**src/rtl/ctrl_pkg.sv**
```systemverilog
// Shared types and constants for the ProjectB control unit.
package ctrl_pkg;

  localparam int unsigned INSTR_W = 16;
  localparam int unsigned STATE_W = 4;
  localparam int unsigned DADDR_W = 8;
  localparam int unsigned RADDR_W = 4;
  localparam int unsigned ALU_W   = 3;

  typedef enum logic [STATE_W-1:0] {
    S_INIT   = 4'd0,
    S_FETCH  = 4'd1,
    S_DECODE = 4'd2,
    S_NOOP   = 4'd3,
    S_LOAD_A = 4'd4,
    S_LOAD_B = 4'd5,
    S_STORE  = 4'd6,
    S_ADD    = 4'd7,
    S_SUB    = 4'd8,
    S_HALT   = 4'd9
  } state_t;

  localparam logic [3:0] OP_NOOP  = 4'b0000;
  localparam logic [3:0] OP_STORE = 4'b0001;
  localparam logic [3:0] OP_LOAD  = 4'b0010;
  localparam logic [3:0] OP_ADD   = 4'b0011;
  localparam logic [3:0] OP_SUB   = 4'b0100;
  localparam logic [3:0] OP_HALT  = 4'b0101;

  localparam logic [ALU_W-1:0] ALU_PASS = 3'b000;
  localparam logic [ALU_W-1:0] ALU_ADD  = 3'b001;
  localparam logic [ALU_W-1:0] ALU_SUB  = 3'b010;

endpackage

```
**src/rtl/ir_reg.sv**
```systemverilog
// Instruction register: loads on ld, cleared asynchronously by clear_n.
module ir_reg
  import ctrl_pkg::*;
(
  input  logic               clk,
  input  logic               clear_n,
  input  logic               ld,
  input  logic [INSTR_W-1:0] d,
  output logic [INSTR_W-1:0] q
);

  always_ff @(posedge clk or negedge clear_n) begin
    if (!clear_n)  q <= '0;
    else if (ld)   q <= d;
  end

endmodule

```
**src/rtl/control_unit.sv**
```systemverilog
// Moore sequencer: fetch/decode/execute FSM driving PC, IR and datapath strobes.
module control_unit
  import ctrl_pkg::*;
(
  input  logic               clk,
  input  logic               clear_n,
  input  logic [INSTR_W-1:0] instr,
  output logic               pc_clr,
  output logic               pc_up,
  output logic               ir_ld,
  output logic [DADDR_W-1:0] d_addr,
  output logic               d_wr,
  output logic               rf_s,
  output logic [RADDR_W-1:0] rf_w_addr,
  output logic               rf_w_en,
  output logic [RADDR_W-1:0] rf_ra_addr,
  output logic [RADDR_W-1:0] rf_rb_addr,
  output logic [ALU_W-1:0]   alu_s0,
  output logic [STATE_W-1:0] state_out,
  output logic [INSTR_W-1:0] ir_out
);

  state_t     state_q, state_d;
  logic [3:0] opcode;

  ir_reg u_ir_reg (
    .clk     (clk),
    .clear_n (clear_n),
    .ld      (ir_ld),
    .d       (instr),
    .q       (ir_out)
  );

  assign opcode    = ir_out[15:12];
  assign state_out = state_q;

  always_ff @(posedge clk or negedge clear_n) begin
    if (!clear_n) state_q <= S_INIT;
    else          state_q <= state_d;
  end

  // Next-state: every instruction returns to FETCH; HALT waits for reset.
  always_comb begin
    state_d = state_q;
    case (state_q)
      S_INIT:   state_d = S_FETCH;
      S_FETCH:  state_d = S_DECODE;
      S_DECODE: begin
        case (opcode)
          OP_STORE: state_d = S_STORE;
          OP_LOAD:  state_d = S_LOAD_A;
          OP_ADD:   state_d = S_ADD;
          OP_SUB:   state_d = S_SUB;
          OP_HALT:  state_d = S_HALT;
          default:  state_d = S_NOOP;
        endcase
      end
      S_LOAD_A: state_d = S_LOAD_B;
      S_NOOP, S_LOAD_B, S_STORE, S_ADD, S_SUB: state_d = S_FETCH;
      S_HALT:   state_d = S_HALT;
      default:  state_d = S_INIT;
    endcase
  end

  // Output decode from state and IR; unused address fields stay at zero.
  always_comb begin
    pc_clr     = 1'b0;
    pc_up      = 1'b0;
    ir_ld      = 1'b0;
    d_addr     = '0;
    d_wr       = 1'b0;
    rf_s       = 1'b0;
    rf_w_addr  = '0;
    rf_w_en    = 1'b0;
    rf_ra_addr = '0;
    rf_rb_addr = '0;
    alu_s0     = ALU_PASS;
    case (state_q)
      S_INIT: pc_clr = 1'b1;
      S_FETCH: begin
        ir_ld = 1'b1;
        pc_up = 1'b1;
      end
      S_LOAD_A, S_LOAD_B: begin
        d_addr    = ir_out[11:4];
        rf_w_addr = ir_out[3:0];
        rf_s      = 1'b1;
        rf_w_en   = (state_q == S_LOAD_B);
      end
      S_STORE: begin
        rf_ra_addr = ir_out[11:8];
        d_addr     = ir_out[7:0];
        d_wr       = 1'b1;
      end
      S_ADD, S_SUB: begin
        rf_ra_addr = ir_out[11:8];
        rf_rb_addr = ir_out[7:4];
        rf_w_addr  = ir_out[3:0];
        rf_w_en    = 1'b1;
        alu_s0     = (state_q == S_ADD) ? ALU_ADD : ALU_SUB;
      end
      default: ;
    endcase
  end

endmodule

```
**config.mk**
```make
export PLATFORM = sky130hd
export DESIGN_NAME = control_unit
export DESIGN_NICKNAME = d
export VERILOG_FILES = /design/src/rtl/ctrl_pkg.sv /design/src/rtl/ir_reg.sv /design/src/rtl/control_unit.sv
export SDC_FILE = /design/constraint.sdc
export NUM_CORES = 1
export LEC_CHECK = 0
export BUFFER_PORTS_ARGS = -buffer_cell sky130_fd_sc_hd__buf_2
export CORE_MARGIN = 1.5
export CORE_UTILIZATION = 47
export CTS_BUF_LIST = sky130_fd_sc_hd__clkbuf_16
export CTS_CLUSTER_SIZE = 20
export DETAILED_ROUTE_END_ITERATION = 12
export PLACE_DENSITY = 0.85
export SLEW_MARGIN = 20
export SYNTH_ARGS = -nofsm -noshare
export SYNTH_HDL_FRONTEND = slang
export SYNTH_SLANG_ARGS = --single-unit
```
**constraint.sdc**
```tcl
create_clock -name clk -period 2.3 [get_ports clk]
set_input_delay 0.23 -clock clk [delete_from_list [all_inputs] [get_ports clk]]
set_output_delay 0.23 -clock clk [all_outputs]
set_load 0.01 [all_outputs]
```
==> results.toml, run 1 <==
[cells_and_area]
design_area_sq_mm = 0.001580
fill_cells = 171
syn_to_final_growth_pct = 35.08
diodes = 0
drive_gt1_share_pct = 56.36
final_cells = 193
final_nets = 184

[routing]
drt_iter0_markers = 16
vias = 1066
wl_per_cell_microns = 15.65
drtAntennaViolNets = 0
drt-total-wl_mm = 3.020
drc = 0
first_pass_iters = 4
viasPerCell = 5.523

[clock_network]
cts.repair.resized = 0
numCtsBuffers = 3
clockBufferDepth = 2
ctsHoldBuffers = 1
clk_latency_ns = 0.25
post-cts-setup-buffers = 0
cts.clk_slew.worst_paths_ns = 0.06
htree_levels = 1
cts_sinks = 20
clockRootBuffer = "clkbuf_16"
cts_tree = "built"

[synthesis]
synthFlopType = "dfrtp_1"
netlist_area_sq_mm = 0.001170
syn-num-nets = 120
synthArstFlopShare_pct = 100.0
yosysWarnings = 0
yosysSeqAreaShare_pct = 42.78
synthCells = 102
synth_seq_cells = 20
synth_cell_types = 35
synth_edf_count = 0
avgSynthCellArea_sq_um = 11.47

[power]
vdd_drop_max_uv = 946.5
p_total_uw = 2310
power_leakage_uw = 0.0008464
p_per_area_mw_per_mm2 = 1462

[global_routing]
grt_pass1_vias = 968
grt_pass1_wl_mm = 4.664
antenna_found_initial = 0
grt_start_max_net_pins = 21
grtUsageTotal_pct = 23.45
overflow = 0

[hold_path]
min_path_type = "in2reg"

[sta]
setup_violations = 0
final.min_clock_period_ns = 2.017
skew_ns = 0.001799
worst_slack_ns = 0.2834
fmaxAchievable_mhz = 495.9
hold_viol = 0
rsz0062_at_grt = "false"
finalMaxSlewViolations = 0
final.setup.tns_ns = 0
period_share_pct = 87.68

[placed_design]
io_buffers = 65
post-place-ws_ns = 0.6020
place_hpwl_mm = 2.136
dp_cells = 188
gp_congestion = 0.8731
dpl_cell_area_sq_mm = 0.001465

[worst_setup_path]
crit_chain = "or4b_4, o21ai_2, and2_1, buf_2"
cp_top_family = "simple AND/OR/NAND/NOR gates"
r2r_setup_slack_ns = 0.67
worstPathMaxFanout = 12
critical-path-max-stage-delay_ns = 0.61
crit_required_ns = 2.07
crit_buf_inv = 1
start_kind = "flip-flop"
critPathKind = "reg2out"
critPathCaptureType = "primary output"
crit_path_top_delay_cell = "or4b_4"
worstPathArrival_ns = 1.79

[die]
die_area_sq_mm = 0.002797
die_h_microns = 52.89
rows = 17
core_sq_mm = 0.002276
initial_core_util_pct = 51.40
die_w_microns = 52.89
io_pins = 67

[outcome]
outcome = "complete, no violations"

[flow_run]
drv_cap = 0
## cells in the mapped netlist, types with 3 or more instances
cell | number | share of area [%]
buf_6 | 4 | 3.8
buf_4 | 3 | 1.9
a21boi_0 | 5 | 3.2
and2_1 | 8 | 4.3
nor2_1 | 4 | 1.3
o21ai_0 | 5 | 2.1
dfrtp_1 | 20 | 43
a22o_1 | 8 | 6.0
mux2_2 | 8 | 7.7
mux2_4 | 8 | 10
## state kept, by name, summed over array words and instances (netlist names)
register / cells
u_ir_reg.q: 16
state_out: 4
## cell type report
type                       instances  area, sq um  area share [%]
clock inverter                     1        30.03           1.900
timing repair buffer              67        342.8           21.69
multi-input combinational         71        585.6           37.05
tap                               28        35.03           2.217
clock buffer                       3        75.07           4.751
inverter                           3        11.26          0.7126
sequential                        20        500.5           31.67
## kinds of logic (layout without fill, tap and decap cells)
logic type                after synthesis  count (layout)  share of synthesized area [%]
and+or+nand+nor                        30              30                          16.36
AOI/OAI and AO/OA                      23              23                          14.65
buffers and inverters                  11              74                          7.165
xor gates and xnor gates                1               1                         0.7488
muxes                                  16              16                          17.97
DFF                                    20              20                          42.78
other                                   1               1                         0.3205
## path summary, 6_finish.rpt
path                           startpoint        endpoint  cells past startpoint
setup / recovery             state_out[0]   rf_rb_addr[2]                      4
hold reg to reg            u_ir_reg.q[10]  u_ir_reg.q[10]                      1
min in group asynchronous         clear_n  u_ir_reg.q[15]                      2
setup reg to reg             state_out[2]  u_ir_reg.q[13]                      4
max in group asynchronous         clear_n  u_ir_reg.q[12]                      2
hold / removal                   instr[0]   u_ir_reg.q[0]                      2
## power by group
group / switching, uW / total [uW] / internal, uW
Sequential: 267 / 795 / 528
Clock: 125 / 470 / 345
Combinational: 482 / 1040 / 563
Total: 874 / 2310 / 1440
## stage by stage
stage          hold slack, ns  utilization, %
2_1_floorplan        -0.06559               -
3_3_place_gp           0.1970           64.38
3_5_place_dp           0.2029           64.38
4_1_cts                0.2065           69.43
5_1_grt                0.2041           69.43
6_report               0.2082           69.43
## metal layers
layer  global-route usage (%)  vias to the layer above  routed length (microns)
li1                         -                      492                        -
met1                    29.48                      520                     1221
met2                    37.08                       44                     1549
met3                    3.390                       10                      152
met4                    15.81                        0                       96
met5                        0                        -                        0
## layout by cell type, fill, tap and decap left out, types with 3 or more instances in the layout
master     instances
mux2_4             8
clkbuf_16          3
a21boi_0           5
dfrtp_1           20
nor2_1             4
a22o_1             8
and2_1             8
buf_2             65
mux2_2             8
o21ai_0            5
(Power assumes the default switching activity.)
==> run 2, diff against run 1 <==
CORE_UTILIZATION = 48   (was 47)
CTS_BUF_LIST = sky130_fd_sc_hd__clkbuf_2 sky130_fd_sc_hd__clkbuf_4 sky130_fd_sc_hd__clkbuf_8   (was sky130_fd_sc_hd__clkbuf_16)
PLACE_DENSITY = 0.86   (was 0.85)
==> results.toml, run 2 (same netlist as run 1, synthesis figures left out) <==
[outcome]
outcome = "complete, no violations"

[sta]
hold_viol = 0
setup_violations = 0
skew_ns = 0.001412
fmaxAchievable_mhz = 483.9
finalMaxSlewViolations = 0
worst_slack_ns = 0.2333
final.setup.tns_ns = 0
period_share_pct = 89.85
rsz0062_at_grt = "false"
final.min_clock_period_ns = 2.067

[clock_network]
cts.clk_slew.worst_paths_ns = 0.10
post-cts-setup-buffers = 0
clk_latency_ns = 0.29
htree_levels = 1
clockBufferDepth = 2
numCtsBuffers = 3
cts_sinks = 20
clockRootBuffer = "clkbuf_4"
cts_tree = "built"

[worst_setup_path]
worstPathArrival_ns = 1.84
r2r-start = "state_out[2]"
worstPathMaxFanout = 13
r2r_setup_slack_ns = 0.45
endpoint = "ir_ld"
crit_buf_inv = 2
crit_path_start = "state_out[2]"
crit_required_ns = 2.07
start_kind = "flip-flop"
r2r_cells = 4
crit_path_top_delay_cell = "dfrtp_1"
critPathKind = "reg2out"
cp_top_family = "simple AND/OR/NAND/NOR gates"
critical-path-max-stage-delay_ns = 0.51
critPathCaptureType = "primary output"
reg2reg_to = "u_ir_reg.q[11]"
crit_chain = "nor2_1, and3_1, buf_4, buf_2"
cp.depth = 4

[die]
die_area_sq_mm = 0.002743
rows = 17
die_h_microns = 52.37
die_w_microns = 52.37
core_sq_mm = 0.002255
io_pins = 67
initial_core_util_pct = 51.89

[placed_design]
io_buffers = 65
gp_congestion = 0.8654
post-place-ws_ns = 0.4849
place_hpwl_mm = 2.120

[routing]
first_pass_iters = 4
drc = 0
vias = 995
drtAntennaViolNets = 0
wl_per_cell_microns = 14.58
drt-total-wl_mm = 2.800
viasPerCell = 5.182
drt_iter0_markers = 35

[cells_and_area]
drive_gt1_share_pct = 56.10
final_core_util_pct = 66.43
layout_commonest_cell = "buf_2"
final_cell_mix = "buf_2, dfrtp_1"
largest_reg_flops = 16
syn_to_final_growth_pct = 28.02
diodes = 0
final_nets = 184
fill_cells = 197
max_flop_register = "u_ir_reg.q"

[power]
p_per_area_mw_per_mm2 = 1318
p_total_uw = 1974
vdd_drop_max_uv = 868.6
power_leakage_uw = 0.0008091

[hold_path]
min_path_type = "in2reg"

[global_routing]
antenna_found_initial = 0
grt_pass1_vias = 953
grt_start_max_net_pins = 21
grt_pass1_wl_mm = 4.450
overflow = 0
grtUsageTotal_pct = 22.09

[flow_run]
drv_cap = 0
-- run 2: cell types whose count changed in the layout (fill, tap and decap cells not counted) --
| cell | previous run | this run |
|---|---|---|
| clkbuf_16 | 3 | 0 |
| clkbuf_4 | 0 | 3 |
| bufinv_16 | 1 | 0 |
-- run 2: where the power goes --
part / internal (uW) / total (uW) / switching, uW
combinational: 563 / 1030 / 472
sequential: 526 / 781 / 255
clock: 60.9 / 158 / 97.2
-- run 2: repair_timing --
action                    in CTS  in global routing
hold buffers                   1                  0
gates resized for setup        0                  0
hold endpoints to repair      20                  0
-- run 2: area by class of cell --
class	instances	area, sq um	share of cell area [%]
clock buffer	3	22.52	1.504
inverter	3	11.26	0.7519
multi-input combinational	71	585.6	39.10
sequential	20	500.5	33.42
tap	28	35.03	2.339
timing repair buffer	67	342.8	22.89
-- run 2: per-stage QoR --
stage          instance area (sq um)  hold slack, ns  instances
3_3_place_gp                    1465          0.1951        188
6_report                        1498          0.1643        192
4_1_cts                         1498          0.1518        192
5_1_grt                         1498          0.1458        192
3_5_place_dp                    1465          0.1979        188
2_1_floorplan                   1170        -0.06559        102
-- run 2: worst min-delay path by stage --
stage / from / endpoint / slack [ns] / cells past startpoint
after global routing: instr[9] / u_ir_reg.q[9] / 0.15 / 2
after CTS: instr[9] / u_ir_reg.q[9] / 0.15 / 2
after global placement: clear_n / u_ir_reg.q[12] / 0.20 / 1
after floorplan: clear_n / state_out[0] / -0.07 / 0
final: instr[5] / u_ir_reg.q[5] / 0.16 / 2
after detailed placement: clear_n / u_ir_reg.q[14] / 0.20 / 1
-- run 2: per-layer routing --
metal / global-route usage [%] / wire (microns)
met3: 3.429 / 144
met5: 0 / 0
met4: 8.974 / 13
met1: 30.59 / 1277
met2: 34.38 / 1365
